$ cat config.mk
export PLATFORM = sky130hd
export DESIGN_NAME = scoreboard_regfile
export DESIGN_NICKNAME = d
export VERILOG_FILES = /design/src/rtl/scoreboard_regfile.sv
export SDC_FILE = /design/constraint.sdc
export NUM_CORES = 1
export LEC_CHECK = 0
export ABC_AREA = 1
export ABC_CLOCK_PERIOD_IN_PS = 3400
export CELL_PAD_IN_SITES_DETAIL_PLACEMENT = 1
export CELL_PAD_IN_SITES_GLOBAL_PLACEMENT = 2
export CORE_MARGIN = 2
export CORE_UTILIZATION = 38
export CTS_BUF_LIST = sky130_fd_sc_hd__clkbuf_4 sky130_fd_sc_hd__clkbuf_8
export DETAILED_ROUTE_END_ITERATION = 10
export DONT_BUFFER_PORTS = 1
export GPL_ROUTABILITY_DRIVEN = 0
export HOLD_SLACK_MARGIN = 0.05
export PLACE_DENSITY_LB_ADDON = 0.08
export SLEW_MARGIN = 20
export SYNTH_ARGS = -nofsm -noshare
export SYNTH_HDL_FRONTEND = slang
export SYNTH_SLANG_ARGS = --single-unit
$ cat constraint.sdc
create_clock -name clk -period 3.4 [get_ports clk]
set_input_delay 0.85 -clock clk [delete_from_list [all_inputs] [get_ports clk]]
set_output_delay 0.85 -clock clk [all_outputs]
set_load 0.01 [all_outputs]
$ cat src/rtl/scoreboard_regfile.sv
// scoreboard_regfile: NREAD-port register file with write bypass, busy scoreboard, hardware clear; REGFILE_TRACE_EN adds write trace
module scoreboard_regfile #(
  parameter int AWIDTH = 5,
  parameter int DWIDTH = 32,
  parameter int NREAD = 2,
  parameter int ZERO_REG = 1
) (
  input  logic                     clk,
  input  logic                     rst,
  output logic                     ready,
  input  logic                     wen,
  input  logic [AWIDTH-1:0]        waddr,
  input  logic [DWIDTH-1:0]        wdata,
  input  logic                     set_en,
  input  logic [AWIDTH-1:0]        set_addr,
  input  logic [NREAD*AWIDTH-1:0]  raddr,
  output logic [NREAD*DWIDTH-1:0]  rdata,
  output logic [NREAD-1:0]         rbusy
);
  localparam int DEPTH = 1 << AWIDTH;
  localparam logic [0:0] CLEAR = 1'b0;
  localparam logic [0:0] READY = 1'b1;
  logic [0:0] state;
  logic [AWIDTH-1:0] idx;
  logic [DWIDTH-1:0] mem [DEPTH];
  logic [DEPTH-1:0] busy;
  logic we, se;
  assign ready = state == READY;
  assign we = ready && wen && !(ZERO_REG != 0 && waddr == '0);
  assign se = ready && set_en && !(ZERO_REG != 0 && set_addr == '0);
  always_ff @(posedge clk) begin
    if (rst) begin
      state <= CLEAR;
      idx <= '0;
      busy <= '0;
    end else if (state == CLEAR) begin
      idx <= idx + AWIDTH'(1);
      if (&idx) state <= READY;
    end else begin
      if (we) busy[waddr] <= 1'b0;
      if (se) busy[set_addr] <= 1'b1;
    end
  end
  // memory has no reset so it can map onto RAM; the sequencer zeroes it instead
  always_ff @(posedge clk) begin
    if (!rst) begin
      if (!ready) mem[idx] <= '0;
      else if (we) mem[waddr] <= wdata;
    end
  end
  for (genvar i = 0; i < NREAD; i++) begin : g_rd
    logic [AWIDTH-1:0] ra;
    logic zero, hit;
    assign ra = raddr[i*AWIDTH +: AWIDTH];
    assign zero = ZERO_REG != 0 && ra == '0;
    assign hit = we && waddr == ra;
    assign rdata[i*DWIDTH +: DWIDTH] = (!ready || zero) ? '0 : hit ? wdata : mem[ra];
    assign rbusy[i] = ready && !zero && !hit && busy[ra];
  end
`ifdef REGFILE_TRACE_EN
  logic [63:0] cycles;
  always_ff @(posedge clk) begin
    cycles <= rst ? '0 : cycles + 64'd1;
    if (!rst && we) $display("regfile cycle %0d write x%0d = %h", cycles, waddr, wdata);
    if (!rst && state == CLEAR && &idx) $display("regfile ready");
  end
`endif
endmodule

======== After elaboration in Yosys (flattened, before gate mapping) ========
Memories as Yosys holds them, arrays and structs flattened.
Cells that the tools add are included.
storage, ports and cells
  memories kept ........................... 1
  register bits ........................... 38
  RAM bits ................................ 1024
  bits of input ports ..................... 56
  word-level logic and storage cells ...... 73
operators by class
  reduce and logical (&&, ||, !) cells .... 29
  mux-type cells .......................... 28
  magnitude comparators ................... 6
  equal/unequal tests ..................... 2
  bitwise logic cells ..................... 3
  add/sub/neg operators ................... 1
memories
  name  words  bits a word  rd ports  clocked after memory_dff  write ports  RTL line  text
  mem   32     32           2         0                         1            25        logic [DWIDTH-1:0] mem [DEPTH];
operators with widths
  kind                   number
  $mux W32               9
  $and A32 B32 Y32       1
  $not A32 Y32           1
  $or A32 B32 Y32        1
  $reduce_or A32 Y1      1
  $lt A5 B6 Y1 const B   4
  $logic_not A5 Y1       4
  $logic_and A1 B1 Y1    14
  $mux W1                14
  $bmux W1 S5            2
  $demux W1 S5           2
  $eq A5 B5 Y1           2
  $ge A5 B1 Y1 const B   2
  $logic_not A1 Y1       7
  $add A5 B1 Y5 const B  1
  $mux W5                1
  $reduce_and A5 Y1      1
  $logic_or A1 B1 Y1     2

======== Depth between registers and ports, before layout ========
  depth after elaboration ................. 11
  mapped depth ............................ 13

======== Worst setup path after synthesis ========
No wires, ideal clock.
  path type ............................... input port to flip-flop
  from .................................... in waddr[2]
  to ...................................... mem mem[10][0], enable pin
  buffers on the path ..................... 2
  cell stages on the path ................. 11
  arrival time ............................ 3.270 ns
  data required time ...................... 2.979 ns
  setup time .............................. 0.421 ns
  path slack .............................. -0.291 ns
  path through ............................ buf_6 -> nor3_4 -> nand2_2 -> nand2_4 -> inv_2 -> nand2_4 -> buf_8 -> nand2_1 -> o21ai_2 -> nand3_2 -> nor2_1
between the ends
  word-level cells in the longest chain between the ends .. 9
  elaborated cells on any way between the ends .. 10
  classes of those cells .................. mux (6); reduce/logical (4)
RTL lines
  item                                          RTL line  text
  from (decl)                                   12        input logic [AWIDTH-1:0] waddr,
  $logic_not A5 Y1                              29        assign we = ready && wen && !(ZERO_REG != 0 && waddr == '0);
  $logic_not A1 Y1                              29
  $logic_and A1 B1 Y1                           29
  $mux W1                                       48        else if (we) mem[waddr] <= wdata;
  $mux W1                                       47        if (!ready) mem[idx] <= '0;
  $mux W1                                       46        if (!rst) begin
  $mux W1 (not written as such)                 48
  $reduce_or A32 Y1 (no line)                   -
  $mux W5 (no line) or $mux W1 (tied branches)  -
  to (decl)                                     25
Parallel ways exist; a longest one is shown, timed or not.

======== Final worst setup path ========
  from .................................... in raddr[5]
  to ...................................... out rdata[35]
between the ends
  word-level cells in the longest chain between the ends .. 4
  elaborated cells on any way between the ends .. 7
  classes of those cells .................. eq/ne (1); mux (2); reduce/logical (3); memory (1)
RTL lines
  item                                                     RTL line  text
  from (decl)                                              16        input logic [NREAD*AWIDTH-1:0] raddr,
  branches (longest 3 deep; another with $mem_v2 Z32 W32)  -
  $mux W32 *                                               57        assign rdata[i*DWIDTH +: DWIDTH] = (!ready || zero) ? '0 : hit ? wdata : mem[ra];
  to (decl)                                                17        output logic [NREAD*DWIDTH-1:0] rdata,
Every way passes the cells marked *.

==> impl_metrics.yaml <==
outcome:
  status: "finished, violations left"
  violations: "max-slew violations, negative setup slack"
floorplan:
  die_w_um: 380
  die_y_um: 380
  core_area_um2: 141000
  initial_utilization_pct: 38.2
  design.die.area_um2: 145000
  num_rows: 138
  io-pin-count: 123
global_route:
  overflow: 0
  globalRouteTotalUtil_pct: 31.5
  antenna_found_initial: 2
  grt_pass1_wl_mm: 334
  first_global_vias: 47500
  grt_max_degree: 773
synthesis:
  synth_edf_count: 1024
  yosys_warnings: 0
  postSynth.asyncResetShare_pct: 0
  synth_top_cell_area_share_pct: 57.1
  synthXorXnorAreaFrac_pct: 0.0976
  synth_fa_ha_area_share_pct: 0.0465
  syn_inst: 5931
  yosys.cell_types.count: 40
  synth_mux_area_share_pct: 0
  synth.area.top_cells: "edfxtp_1, nand2_1, a21oi_1, nand3_1, o21ai_0"
  ys_ff_latch: 1062
  synth_ff_type: "edfxtp_1"
  syn_nets: 5989
  synth_simple_gate_area_share_pct: 20.5
  synth.largest_area_cell: "edfxtp_1"
  syn-cell-area_um2: 53800
  synth_top_family_by_area: "simple AND/OR/NAND/NOR gates"
  ys_seq_area_share_pct: 58.5
  synth_area_per_cell_um2: 9.08
  synth_compound_area_share_pct: 14.5
route:
  first_pass_iters: 5
  drt_first_iter_violations: 4213
  finalWirelength_mm: 239
  post_drt_wl_per_cell_um: 29.6
  detail-route-antenna-nets: 0
  drc: 0
  via_count: 47300
  via_per_inst: 5.87
clock_network:
  clkTransAtPathRegs_ns: 0.06
  clock-sinks: 1062
  root_buffer: "clkbuf_8"
  cts_buffer_depth: 3
  cts.htree.levels: 4
  numCtsBuffers: 194
  cts_tree: "built"
  insertion_delay_ns: 0.95
placed_design:
  dp_hpwl_mm: 127
  place_ws_ns: -0.348
  port_buffers: 0
sta:
  clock.fmax_ghz: 0.219
  setup_slack_ns: -1.16
  setup_tns_ns: -37.90
  skew_ns: 0.0363
  layout_min_cycle_time_ns: 4.56
  final-hold-violation-count: 0
  tightest_slew_ns: 2.35
  grt_setup_unrepaired: "yes"
  finalSetupViolCount: 57
  fin_crit_sh_pct: 134
  relSlewSlack_pct: -56.9
  drv_slew: 624
setup_path:
  arrival_ns: 3.71
  crit_fanout: 772
  endpoint_kind: "primary output"
  critical_path.startpoint_type: "input port"
  critPathKind: "in -> out"
  required_ns: 2.55
worst_hold_path:
  hp-class: "in -> reg"
cells_and_area:
  drive_above_1_share_pct: 13.3
  area_growth_pct: 17.4
  nNetsFinal: 6077
  post-route-util_pct: 44.8
power_and_ir_drop:
  ir_drop_mv: 0.353
  power_w: 0.0286
  power_leakage_nw: 23.4
  powerDensity_nw_per_um2: 453
job:
  maxCapViolations: 0
[worst max-delay path, cell delays in order]
cell and delay (ns):
xnor2_4 0.67, nand2_2 0.16, nor3_4 0.06, a21oi_4 0.19, buf_12 0.21, buf_12 0.18
nand3_4 0.08, nand2_4 0.10, buf_6 0.11
[registers in the layout, summed over array words and instances, names as in the netlist]
| register | count |
|---|---|
| mem | 1024 |
| idx | 5 |
| busy | 32 |
| ready | 1 |
[per-stage QoR]
step,instance area [µm²],instances,hold slack (ns)
6_report,63200,8069,0.186
5_1_grt,63200,8069,0.157
4_1_cts,62300,8045,0.0942
3_5_place_dp,58100,7676,0.453
3_3_place_gp,58100,7676,0.442
2_1_floorplan,53800,5931,0.425
[Yosys cell counts (all sizes together), types with 18 or more instances]
| cell type | n |
|---|---|
| dfxtp | 38 |
| buf | 316 |
| clkbuf | 130 |
| nand2 | 1664 |
| nand3b | 55 |
| a21oi | 721 |
| nand3 | 708 |
| edfxtp | 1024 |
| inv | 338 |
| o211ai | 171 |
| nor3 | 18 |
| nor2 | 166 |
| o21ai | 559 |
[logic make-up after synthesis]
group | count (synthesis)
adder cells (fa/ha/maj) | 2
XOR/XNOR | 6
flip-flops | 1062
buffers and inverters | 784
AO/OA/AOI/OAI | 1458
AND/OR/NAND/NOR | 2619
[layer usage]
metal	wire, µm	vias up	global-route usage, %
met2	114000	1610	52.7
met4	7120	0	9.49
met5	0	-	0
met1	104000	24400	42.8
met3	14200	375	3.71
li1	-	20900	-
[power breakdown]
group          total [W]  leakage (nW)  switching [W]  internal [W]
sequential        0.0143          8.22      0.0000409        0.0142
clock             0.0119          1.92        0.00581       0.00610
combinational    0.00245          13.3        0.00160      0.000848
[cell type report]
class | count | area (µm²)
Clock inverter | 97 | 512
Antenna cell | 2 | 5.00
Tap cell | 1890 | 2360
Timing Repair Buffer | 338 | 4520
Multi-Input combinational cell | 4085 | 19800
Inverter | 338 | 1330
Clock buffer | 257 | 3150
Fill cell | 15900 | 77900
Sequential cell | 1062 | 31500
[placed cells by master, fill, tap and decap left out, types with 6 or more instances in the layout]
cell | synthesis | routed
a21oi_1 | 719 | 718
buf_12 | 0 | 117
buf_16 | 0 | 6
buf_4 | 26 | 178
buf_6 | 9 | 17
clkbuf_16 | 0 | 13
clkbuf_4 | 0 | 62
clkbuf_8 | 0 | 195
clkinv_1 | 0 | 63
clkinv_2 | 0 | 21
clkinv_8 | 0 | 6
clkinvlp_4 | 0 | 6
dfxtp_1 | 38 | 37
edfxtp_1 | 1024 | 1024
inv_1 | 326 | 323
inv_2 | 11 | 6
nand2_1 | 1658 | 1613
nand2_2 | 4 | 38
nand2_4 | 2 | 11
nand3_1 | 704 | 657
nand3_2 | 4 | 38
nand3_4 | 0 | 13
nand3b_1 | 55 | 55
nor2_1 | 163 | 110
nor2_2 | 1 | 13
nor2_4 | 2 | 43
nor3_1 | 15 | 15
o211ai_1 | 171 | 171
o21ai_0 | 503 | 501
o21ai_1 | 48 | 50
o21ai_2 | 8 | 8
[path summary, 6_finish.rpt]
kind | start | slack (ns) | cells after the start | end
worst max-delay path | raddr[5] | -1.16 | 9 | rdata[35]
worst min-delay path | set_addr[2] | 0.19 | 3 | busy[2]
worst max register to register | ready | 0.71 | 11 | mem[16][19]
worst min register to register | busy[0] | 0.46 | 2 | busy[0]
[timing repair]
item,4_1_cts,5_1_grt
pin swaps,14,20
endpoints found under the hold margin,28,0
setup endpoints to repair,64,66
gates resized for setup,81,79
cloned,3,15
setup buffers,12,6
hold buffers,1,0
Note: power is estimated with default switching activity, not from simulation.
